File: src/rtl/shift_chain_ctrl_pkg.sv
// rtl/shift_chain_ctrl_pkg.sv - op codes, FSM states and width helper for shift_chain_ctrl
package shift_chain_ctrl_pkg;

  typedef enum logic [1:0] {
    OP_LOAD    = 2'd0,
    OP_CLEAR   = 2'd1,
    OP_READ    = 2'd2,
    OP_ILLEGAL = 2'd3
  } op_e;

  typedef enum logic [2:0] {
    ST_IDLE    = 3'd0,
    ST_SHIFT   = 3'd1,
    ST_CLEAR   = 3'd2,
    ST_CAPTURE = 3'd3,
    ST_RESP    = 3'd4
  } state_e;

  // Bits needed to hold any count 0..width inclusive.
  function automatic int len_w(input int width);
    int w;
    w = 1;
    while ((1 << w) < (width + 1)) begin
      w = w + 1;
    end
    return w;
  endfunction

endpackage

File: src/rtl/shift_chain_ctrl.sv
// rtl/shift_chain_ctrl.sv - command sequencer driving a serial-in shift datapath
//
// Ports:
//   clk, rst_n                    clock, synchronous active-low reset
//   cmd_valid/cmd_ready           command channel; cmd_op, cmd_len, cmd_data payload
//   rsp_valid/rsp_ready           response channel; rsp_data snapshot, rsp_err flag
//   dp_en, dp_i, dp_rst           datapath shift enable, serial bit, active-high clear
//   ext_data                      exported datapath register contents
module shift_chain_ctrl
  import shift_chain_ctrl_pkg::*;
#(
  parameter int WIDTH = 32,
  parameter int LEN_W = len_w(WIDTH)
) (
  input  logic             clk,
  input  logic             rst_n,
  input  logic             cmd_valid,
  output logic             cmd_ready,
  input  logic [1:0]       cmd_op,
  input  logic [LEN_W-1:0] cmd_len,
  input  logic [WIDTH-1:0] cmd_data,
  output logic             rsp_valid,
  input  logic             rsp_ready,
  output logic [WIDTH-1:0] rsp_data,
  output logic             rsp_err,
  output logic             dp_en,
  output logic             dp_i,
  output logic             dp_rst,
  input  logic [WIDTH-1:0] ext_data
);

  // Shift counts never exceed WIDTH-1 once in SHIFT, so the low bits suffice as a bit index.
  localparam int IDX_W = (WIDTH > 1) ? $clog2(WIDTH) : 1;

  state_e           state_q, state_d;
  logic [LEN_W-1:0] cnt_q, cnt_d;
  logic [WIDTH-1:0] data_q, data_d;
  logic             err_q, err_d;

  logic             cmd_ready_d;
  logic             rsp_valid_d;
  logic [WIDTH-1:0] rsp_data_d;
  logic             rsp_err_d;
  logic             dp_en_d;
  logic             dp_i_d;
  logic             dp_rst_d;

  logic             accept;
  logic             len_bad;
  logic [LEN_W-1:0] len_m1;
  logic [LEN_W-1:0] cnt_m1;
  op_e              op;

  assign accept  = cmd_valid && cmd_ready;
  assign len_bad = cmd_len > LEN_W'(WIDTH);
  assign len_m1  = cmd_len - LEN_W'(1);
  assign cnt_m1  = cnt_q - LEN_W'(1);
  assign op      = op_e'(cmd_op);

  always_comb begin
    state_d     = state_q;
    cnt_d       = cnt_q;
    data_d      = data_q;
    err_d       = err_q;
    cmd_ready_d = 1'b0;
    rsp_valid_d = rsp_valid;
    rsp_data_d  = rsp_data;
    rsp_err_d   = rsp_err;
    dp_en_d     = 1'b0;
    dp_i_d      = 1'b0;
    dp_rst_d    = 1'b0;

    case (state_q)
      ST_IDLE: begin
        cmd_ready_d = 1'b1;
        if (accept) begin
          cmd_ready_d = 1'b0;
          data_d      = cmd_data;
          err_d       = 1'b0;
          if (op == OP_ILLEGAL || len_bad) begin
            // Bad commands skip the datapath entirely and just report.
            err_d   = 1'b1;
            state_d = ST_CAPTURE;
          end else begin
            case (op)
              OP_LOAD: begin
                if (cmd_len == '0) begin
                  state_d = ST_CAPTURE;
                end else begin
                  // First bit (MSB of the used field) goes out in the first SHIFT cycle.
                  state_d = ST_SHIFT;
                  cnt_d   = len_m1;
                  dp_en_d = 1'b1;
                  dp_i_d  = cmd_data[len_m1[IDX_W-1:0]];
                end
              end
              OP_CLEAR: begin
                state_d  = ST_CLEAR;
                dp_rst_d = 1'b1;
              end
              default: begin
                state_d = ST_CAPTURE;
              end
            endcase
          end
        end
      end

      ST_SHIFT: begin
        // cnt_q indexes the bit currently on dp_i; preload the next one.
        if (cnt_q == '0) begin
          state_d = ST_CAPTURE;
        end else begin
          cnt_d   = cnt_m1;
          dp_en_d = 1'b1;
          dp_i_d  = data_q[cnt_m1[IDX_W-1:0]];
        end
      end

      ST_CLEAR: begin
        state_d = ST_CAPTURE;
      end

      ST_CAPTURE: begin
        rsp_data_d  = ext_data;
        rsp_valid_d = 1'b1;
        rsp_err_d   = err_q;
        state_d     = ST_RESP;
      end

      ST_RESP: begin
        if (rsp_ready) begin
          rsp_valid_d = 1'b0;
          rsp_err_d   = 1'b0;
          cmd_ready_d = 1'b1;
          state_d     = ST_IDLE;
        end
      end

      default: begin
        state_d = ST_IDLE;
      end
    endcase
  end

  always_ff @(posedge clk) begin
    if (!rst_n) begin
      state_q   <= ST_IDLE;
      cnt_q     <= '0;
      data_q    <= '0;
      err_q     <= 1'b0;
      cmd_ready <= 1'b0;
      rsp_valid <= 1'b0;
      rsp_data  <= '0;
      rsp_err   <= 1'b0;
      dp_en     <= 1'b0;
      dp_i      <= 1'b0;
      dp_rst    <= 1'b1;
    end else begin
      state_q   <= state_d;
      cnt_q     <= cnt_d;
      data_q    <= data_d;
      err_q     <= err_d;
      cmd_ready <= cmd_ready_d;
      rsp_valid <= rsp_valid_d;
      rsp_data  <= rsp_data_d;
      rsp_err   <= rsp_err_d;
      dp_en     <= dp_en_d;
      dp_i      <= dp_i_d;
      dp_rst    <= dp_rst_d;
    end
  end

endmodule

File: config.mk
export PLATFORM = sky130hd
export DESIGN_NAME = shift_chain_ctrl
export DESIGN_NICKNAME = d
export VERILOG_FILES = /design/src/rtl/shift_chain_ctrl_pkg.sv /design/src/rtl/shift_chain_ctrl.sv
export SDC_FILE = /design/constraint.sdc
export NUM_CORES = 1
export LEC_CHECK = 0
export CAP_MARGIN = 25
export CORE_ASPECT_RATIO = 0.7
export CORE_MARGIN = 5
export CORE_UTILIZATION = 43
export CTS_CLUSTER_SIZE = 40
export DETAILED_ROUTE_END_ITERATION = 7
export PLACE_DENSITY = 0.77
export SKIP_CTS_REPAIR_TIMING = 1
export SLEW_MARGIN = 25
export SYNTH_ARGS = -nofsm -noshare
export SYNTH_HDL_FRONTEND = slang
export SYNTH_SLANG_ARGS = --single-unit
export TNS_END_PERCENT = 20
File: constraint.sdc
create_clock -name clk -period 2.8 [get_ports clk]
set_clock_uncertainty 0.2 [all_clocks]
set_input_delay 0.7 -clock clk [delete_from_list [all_inputs] [get_ports clk]]
set_output_delay 0.7 -clock clk [all_outputs]
set_load 0.02 [all_outputs]
# Word-level counts from Yosys, hierarchy flattened

Index checks and enable logic that the tools add are counted.

Register bits: 80
Logic and storage cells: 81

Add/sub/neg operators: 2
Magnitude comparators: 3
Equal/unequal tests: 13
Reductions and logical operators: 12
Muxes and demuxes: 40

Operators by type and width:

| operator                                                                      | count |
|---|---|
| 6-bit two-way mux                                                             | 5 |
| 1-bit two-way mux                                                             | 20 |
| 3-bit case mux with 5 select lines                                            | 1 |
| 6-bit logical NOT                                                             | 2 |
| 5-bit by 6-bit less-than comparator with 1-bit output (second input constant) | 2 |
| 3-bit two-way mux                                                             | 4 |
| 2-bit inequality test (second input constant)                                 | 6 |
| 6-bit case mux with 2 select lines                                            | 1 |
| 6-bit by 1-bit subtractor with 6-bit output (second input constant)           | 2 |
| 1-bit binary-select mux with 5-bit select                                     | 2 |
| 1-bit case mux with 2 select lines                                            | 5 |
| 3-bit by 2-bit == test with 1-bit output (second input constant)              | 2 |
| 6-bit greater-than comparator (second input constant)                         | 1 |
| 3-bit case mux with 2 select lines                                            | 1 |
| 6-bit AND reduction                                                           | 1 |
| 2-bit AND reduction                                                           | 2 |
| 2-bit nonzero test                                                            | 2 |
| 3-bit by 1-bit == test with 1-bit output (second input constant)              | 1 |
| 3-bit == test (second input constant)                                         | 1 |
| 3-bit logical NOT                                                             | 1 |
| 3-bit AND reduction                                                           | 1 |
| 2-bit by 1-bit == test with 1-bit output (second input constant)              | 1 |
| 2-bit == test (second input constant)                                         | 1 |
| 2-bit logical NOT                                                             | 1 |
| 4 further kinds                                                               | 4 |

# Depth between registers and ports, before layout

Depth after elaboration: 8
Mapped depth: 9

# Least setup slack after synthesis

Ideal clock, no wire load.

Path kind: input port to flip-flop
From: in cmd_len[0]
To: reg dp_i
Arrival time: 2.468 ns
Setup time: 0.123 ns
Path slack: 0.009 ns
Cell stages on the path: 7
Data required time: 2.477 ns
Cell sequence: inv_1 > ha_1 > xor2_2 > mux4_1 > mux2_2 > a211oi_2 > o22ai_1

Longest elaborated chain between the ends: 8

Ends and longest elaborated chain:

| what                                        | line                    | text |
|---|---|---|
| from (decl)                                 | shift_chain_ctrl.sv:20  | `input logic [LEN_W-1:0] cmd_len,` |
| 6-bit by 1-bit subtractor with 6-bit output | shift_chain_ctrl.sv:56  | `assign len_m1 = cmd_len - LEN_W'(1);` |
| 1-bit binary-select mux with 5-bit select   | shift_chain_ctrl.sv:94  | `dp_i_d = cmd_data[len_m1[IDX_W-1:0]];` |
| 1-bit two-way mux (not written as such)     | shift_chain_ctrl.sv:94  |  |
| 1-bit two-way mux                           | shift_chain_ctrl.sv:87  | `if (cmd_len == '0) begin` |
| 1-bit two-way mux                           | shift_chain_ctrl.sv:85  | `case (op)` |
| 1-bit two-way mux *                         | shift_chain_ctrl.sv:80  | `if (op == OP_ILLEGAL \|\| len_bad) begin` |
| 1-bit two-way mux *                         | shift_chain_ctrl.sv:76  | `if (accept) begin` |
| 1-bit case mux with 2 select lines *        | shift_chain_ctrl.sv:73  | `case (state_q)` |
| to (signal assigned)                        | shift_chain_ctrl.sv:169 | `dp_i <= dp_i_d;` |
| to (decl)                                   | shift_chain_ctrl.sv:27  | `output logic dp_i,` |

Every way passes the cells marked *; elsewhere a longest branch is shown, timed or not. The select of a mux whose other input is x is not followed.
A chain may end at the register's enable or synchronous reset.

# Worst setup path after layout

From: in cmd_len[2]
To: reg cnt_q[2]

Longest elaborated chain between the ends: 6

Ends and longest elaborated chain:

| what                                        | line                    | text |
|---|---|---|
| 6-bit by 1-bit subtractor with 6-bit output | shift_chain_ctrl.sv:56  |  |
| 6-bit two-way mux                           | shift_chain_ctrl.sv:87  |  |
| 6-bit two-way mux                           | shift_chain_ctrl.sv:85  |  |
| 6-bit two-way mux                           | shift_chain_ctrl.sv:80  |  |
| 6-bit two-way mux                           | shift_chain_ctrl.sv:76  |  |
| 6-bit case mux with 2 select lines          | shift_chain_ctrl.sv:73  |  |
| to (signal assigned)                        | shift_chain_ctrl.sv:161 | `cnt_q <= cnt_d;` |
| to (decl)                                   | shift_chain_ctrl.sv:36  | `logic [LEN_W-1:0] cnt_q, cnt_d;` |

Several ways; a longest one is shown, not always the timed one. The select of a mux whose other input is x is not followed.

==> results.md <==
* Post-synth EDFFs at 0
* Initial antenna violation count at 0
* Largest net degree at the start of global routing at 73
* Synth area leaders: dfxtp_1 43%, nand2_1 14%, a21oi_1 10%, mux2i_1 4.5%, mux4_1 4.2%
* Die width at 122 um
* Crit path kind: input pin to flip-flop
* First-pass DRT Iterations at 4
* Critical-path maximum fanout at 7
* Post-synthesis instance area at 0.00377 sq mm
* Max-slew headroom at 56.5%
* Pre-CTS WS at -463 ps
* Async SR Flop Fraction at 0%
* Syn Nets at 524
* Clock sink count at 80
* Slew @ Worst Pin at 652 ps
* Num CTS Buffers at 9
* Crit share post-route at 97.6%
* Vias in the first global route at 3531
* Design Area, Final at 0.00550 sq mm
* Number of max-cap violations at 0
* FILL cells at 719
* CP Launch Type: input pin
* Placer congestion estimate at 0.855
* CTS tree: built
* Post-synth cell types at 47
* Yosys reg bits at 80
* Most common cell after layout, fill and taps aside: nand2_1
* Root Driver: clkbuf_16
* IO buf count at 113
* Drt via density at 5.18
* Htree depth at 3
* Met2 routed WL at 4900 um
* CP required at 2860 ps
* Final Critical Period at 2730 ps
* Synth-to-Final Area Change at 46.1%
* Core box area at 0.00851 sq mm
* Post-route ant nets at 0
* 1st-iter DRT viols at 240
* Skew-Pair Late Insertion Delay at 330 ps
* Gr ovfl total at 0
* Most Frequent Cell on Critical Path: buf_4
* Crit path from: cmd_len[2]
* Worst Hold Launch: rsp_data[7]$_SDFFE_PN0P_
* Initial core utilization at 44.3%
* Most frequent cells in the layout: 137 x nand2_1, 111 x clkdlybuf4s50_1, 80 x dfxtp_1, 77 x a21oi_1, 24 x buf_4
* Reg clk slew, reported paths at 60 ps
* I/O pin cnt at 114
* Yosys top cell by area: dfxtp_1
* Share of cells above drive strength 1 at 12.4%
* Final Hold Viols at 0
* CP endpoint kind: flip-flop
* Die Area at 0.0108 sq mm
* Crit path cell chain: clkdlybuf4s50_1, buf_4, nor4b_2, buf_4, xnor2_1, a31oi_1, buf_4, or3_1, a21oi_1
* Setup ws final at 66.7 ps
* YS warnings at 0
* PD cells at 643 mW/mm^2
* Total GRT Usage at 20.7%
* Highest Signal Layer: met4
* CP max stage delay at 520 ps
* Crit-path slowest cell: clkdlybuf4s50_1
* Slew Limit Fails at 0
* FF-to-FF Start: cnt_q[0]$_SDFFE_PN0P_
* Peak VDD IR at 0.342 mV
* Seq/Total Area, Yosys at 42.5%
* Die height at 88.3 um
* Via count at 3578
* Routed WL per cell at 15.8 um
* Hold crit path type: flip-flop to flip-flop
* Syn_area_per_cell at 8.49 sq um
* First-pass GRT wire length at 17500 um
* Run status: finished, final reports clean
* Main flop type after synthesis: dfxtp_1
* DRC Markers at 0
* FF+latch area at 0.00160 sq mm
* Final setup viols at 0
* Post-synth top area share at 42.5%
* DRT Wirelength at 10900 um
* Cell Rows at 28
* ANT cells at 0
* Max Root-Sink Buffers at 2
* Fmax at 366 MHz
* M1 WL at 5050 um
* Final layout net count at 646
* DP Area at 0.00513 sq mm
* DP HPWL at 8150 um
* Crit path arrival time at 2800 ps
* Area of the multi-input gates at 0.00203 sq mm
* Detail Route met3 WL at 887 um
* Leakage power at 1.98 nW
* Synth Instances at 444
==> path summary, 6_finish.rpt <==
kind                              end  depth (start not counted)  slack, ps
max             cnt_q[2]$_SDFFE_PN0P_                          9         70
min          rsp_data[7]$_SDFFE_PN0P_                          2        250
max reg2reg           dp_i$_SDFF_PN0_                          7        340
min reg2reg  rsp_data[7]$_SDFFE_PN0P_                          2        250
==> cells in the mapped netlist (3+ instances only) <==
cell type and number:
inv_1 8, clkbuf_1 23, mux4_2 7, mux4_1 6
mux2i_1 17, xnor2_1 4, nor3_1 6, nand3_1 3
ha_1 4, o21ai_0 6, dfxtp_1 80, nor2_1 13
nand3b_1 6, mux2_2 3, nor3b_1 3, nand2_1 137
buf_2 4, a21oi_1 77
==> routing by layer <==
metal | vias up | GRT usage (%)
li1 | 1766 | -
met2 | 121 | 32.3
met5 | - | 0
met4 | 0 | 4.98
met1 | 1682 | 27.9
met3 | 9 | 7.09
==> state kept, by name, indices dropped and copies added (netlist names) <==
| register | cells |
|---|---|
| state_q | 3 |
| rsp_data | 32 |
| rsp_err | 1 |
| data_q | 32 |
| dp_rst | 1 |
| cnt_q | 6 |
| rsp_valid | 1 |
| dp_i | 1 |
| cmd_ready | 1 |
| dp_en | 1 |
| err_q | 1 |
==> per-stage QoR <==
stage	setup TNS, ps	utilization (%)	power [W]	cells	hold slack (ps)
floorplan	0	-	0.00193	444	232
global placement	-1390	60.3	0.00229	673	241
detailed placement	-2140	60.3	0.00232	673	246
CTS	-116	64.0	0.00355	689	254
global route	-59.3	64.6	0.00373	691	272
finish	0	64.6	0.00354	691	253
==> critical path, delay by kind of cell <==
family	cells	cell delay, ps
buffers and inverters	4	1080
and+or+nand+nor	2	600
AOI/OAI and AO/OA	2	280
xor gates and xnor gates	1	130
==> report_power, final <==
part / switching (W) / internal [W] / total (W) / leakage, nW
Clock: 0.000442 / 0.000777 / 0.00122 / 0.156
Sequential: 0.0000825 / 0.00126 / 0.00134 / 0.648
Combinational: 0.000517 / 0.000460 / 0.000976 / 1.18
Total: 0.00104 / 0.00250 / 0.00354 / 1.98
==> logic make-up (layout without fill, tap and decap cells) <==
kind of cell               after synthesis  count (layout)  share of synthesized area (%)
AOI/OAI and AO/OA                       97              97                           14.5
xor gates and xnor gates                 8               8                           2.56
adders and majority gates                4               4                           1.33
buffers and inverters                   39             166                           4.52
DFF                                     80              80                           42.5
muxes                                   33              33                           13.8
and+or+nand+nor                        183             183                           20.8
==> area by class of cell <==
| type | count | share of cell area (%) |
|---|---|---|
| flip-flops and latches | 80 | 29.1 |
| clock buffers | 10 | 4.16 |
| inverters | 9 | 0.614 |
| well taps | 120 | 2.73 |
| repair buffers | 141 | 25.1 |
| clock inverters | 6 | 1.52 |
| multi-input cells | 325 | 36.8 |
Note: power is estimated with default switching activity, not from simulation.
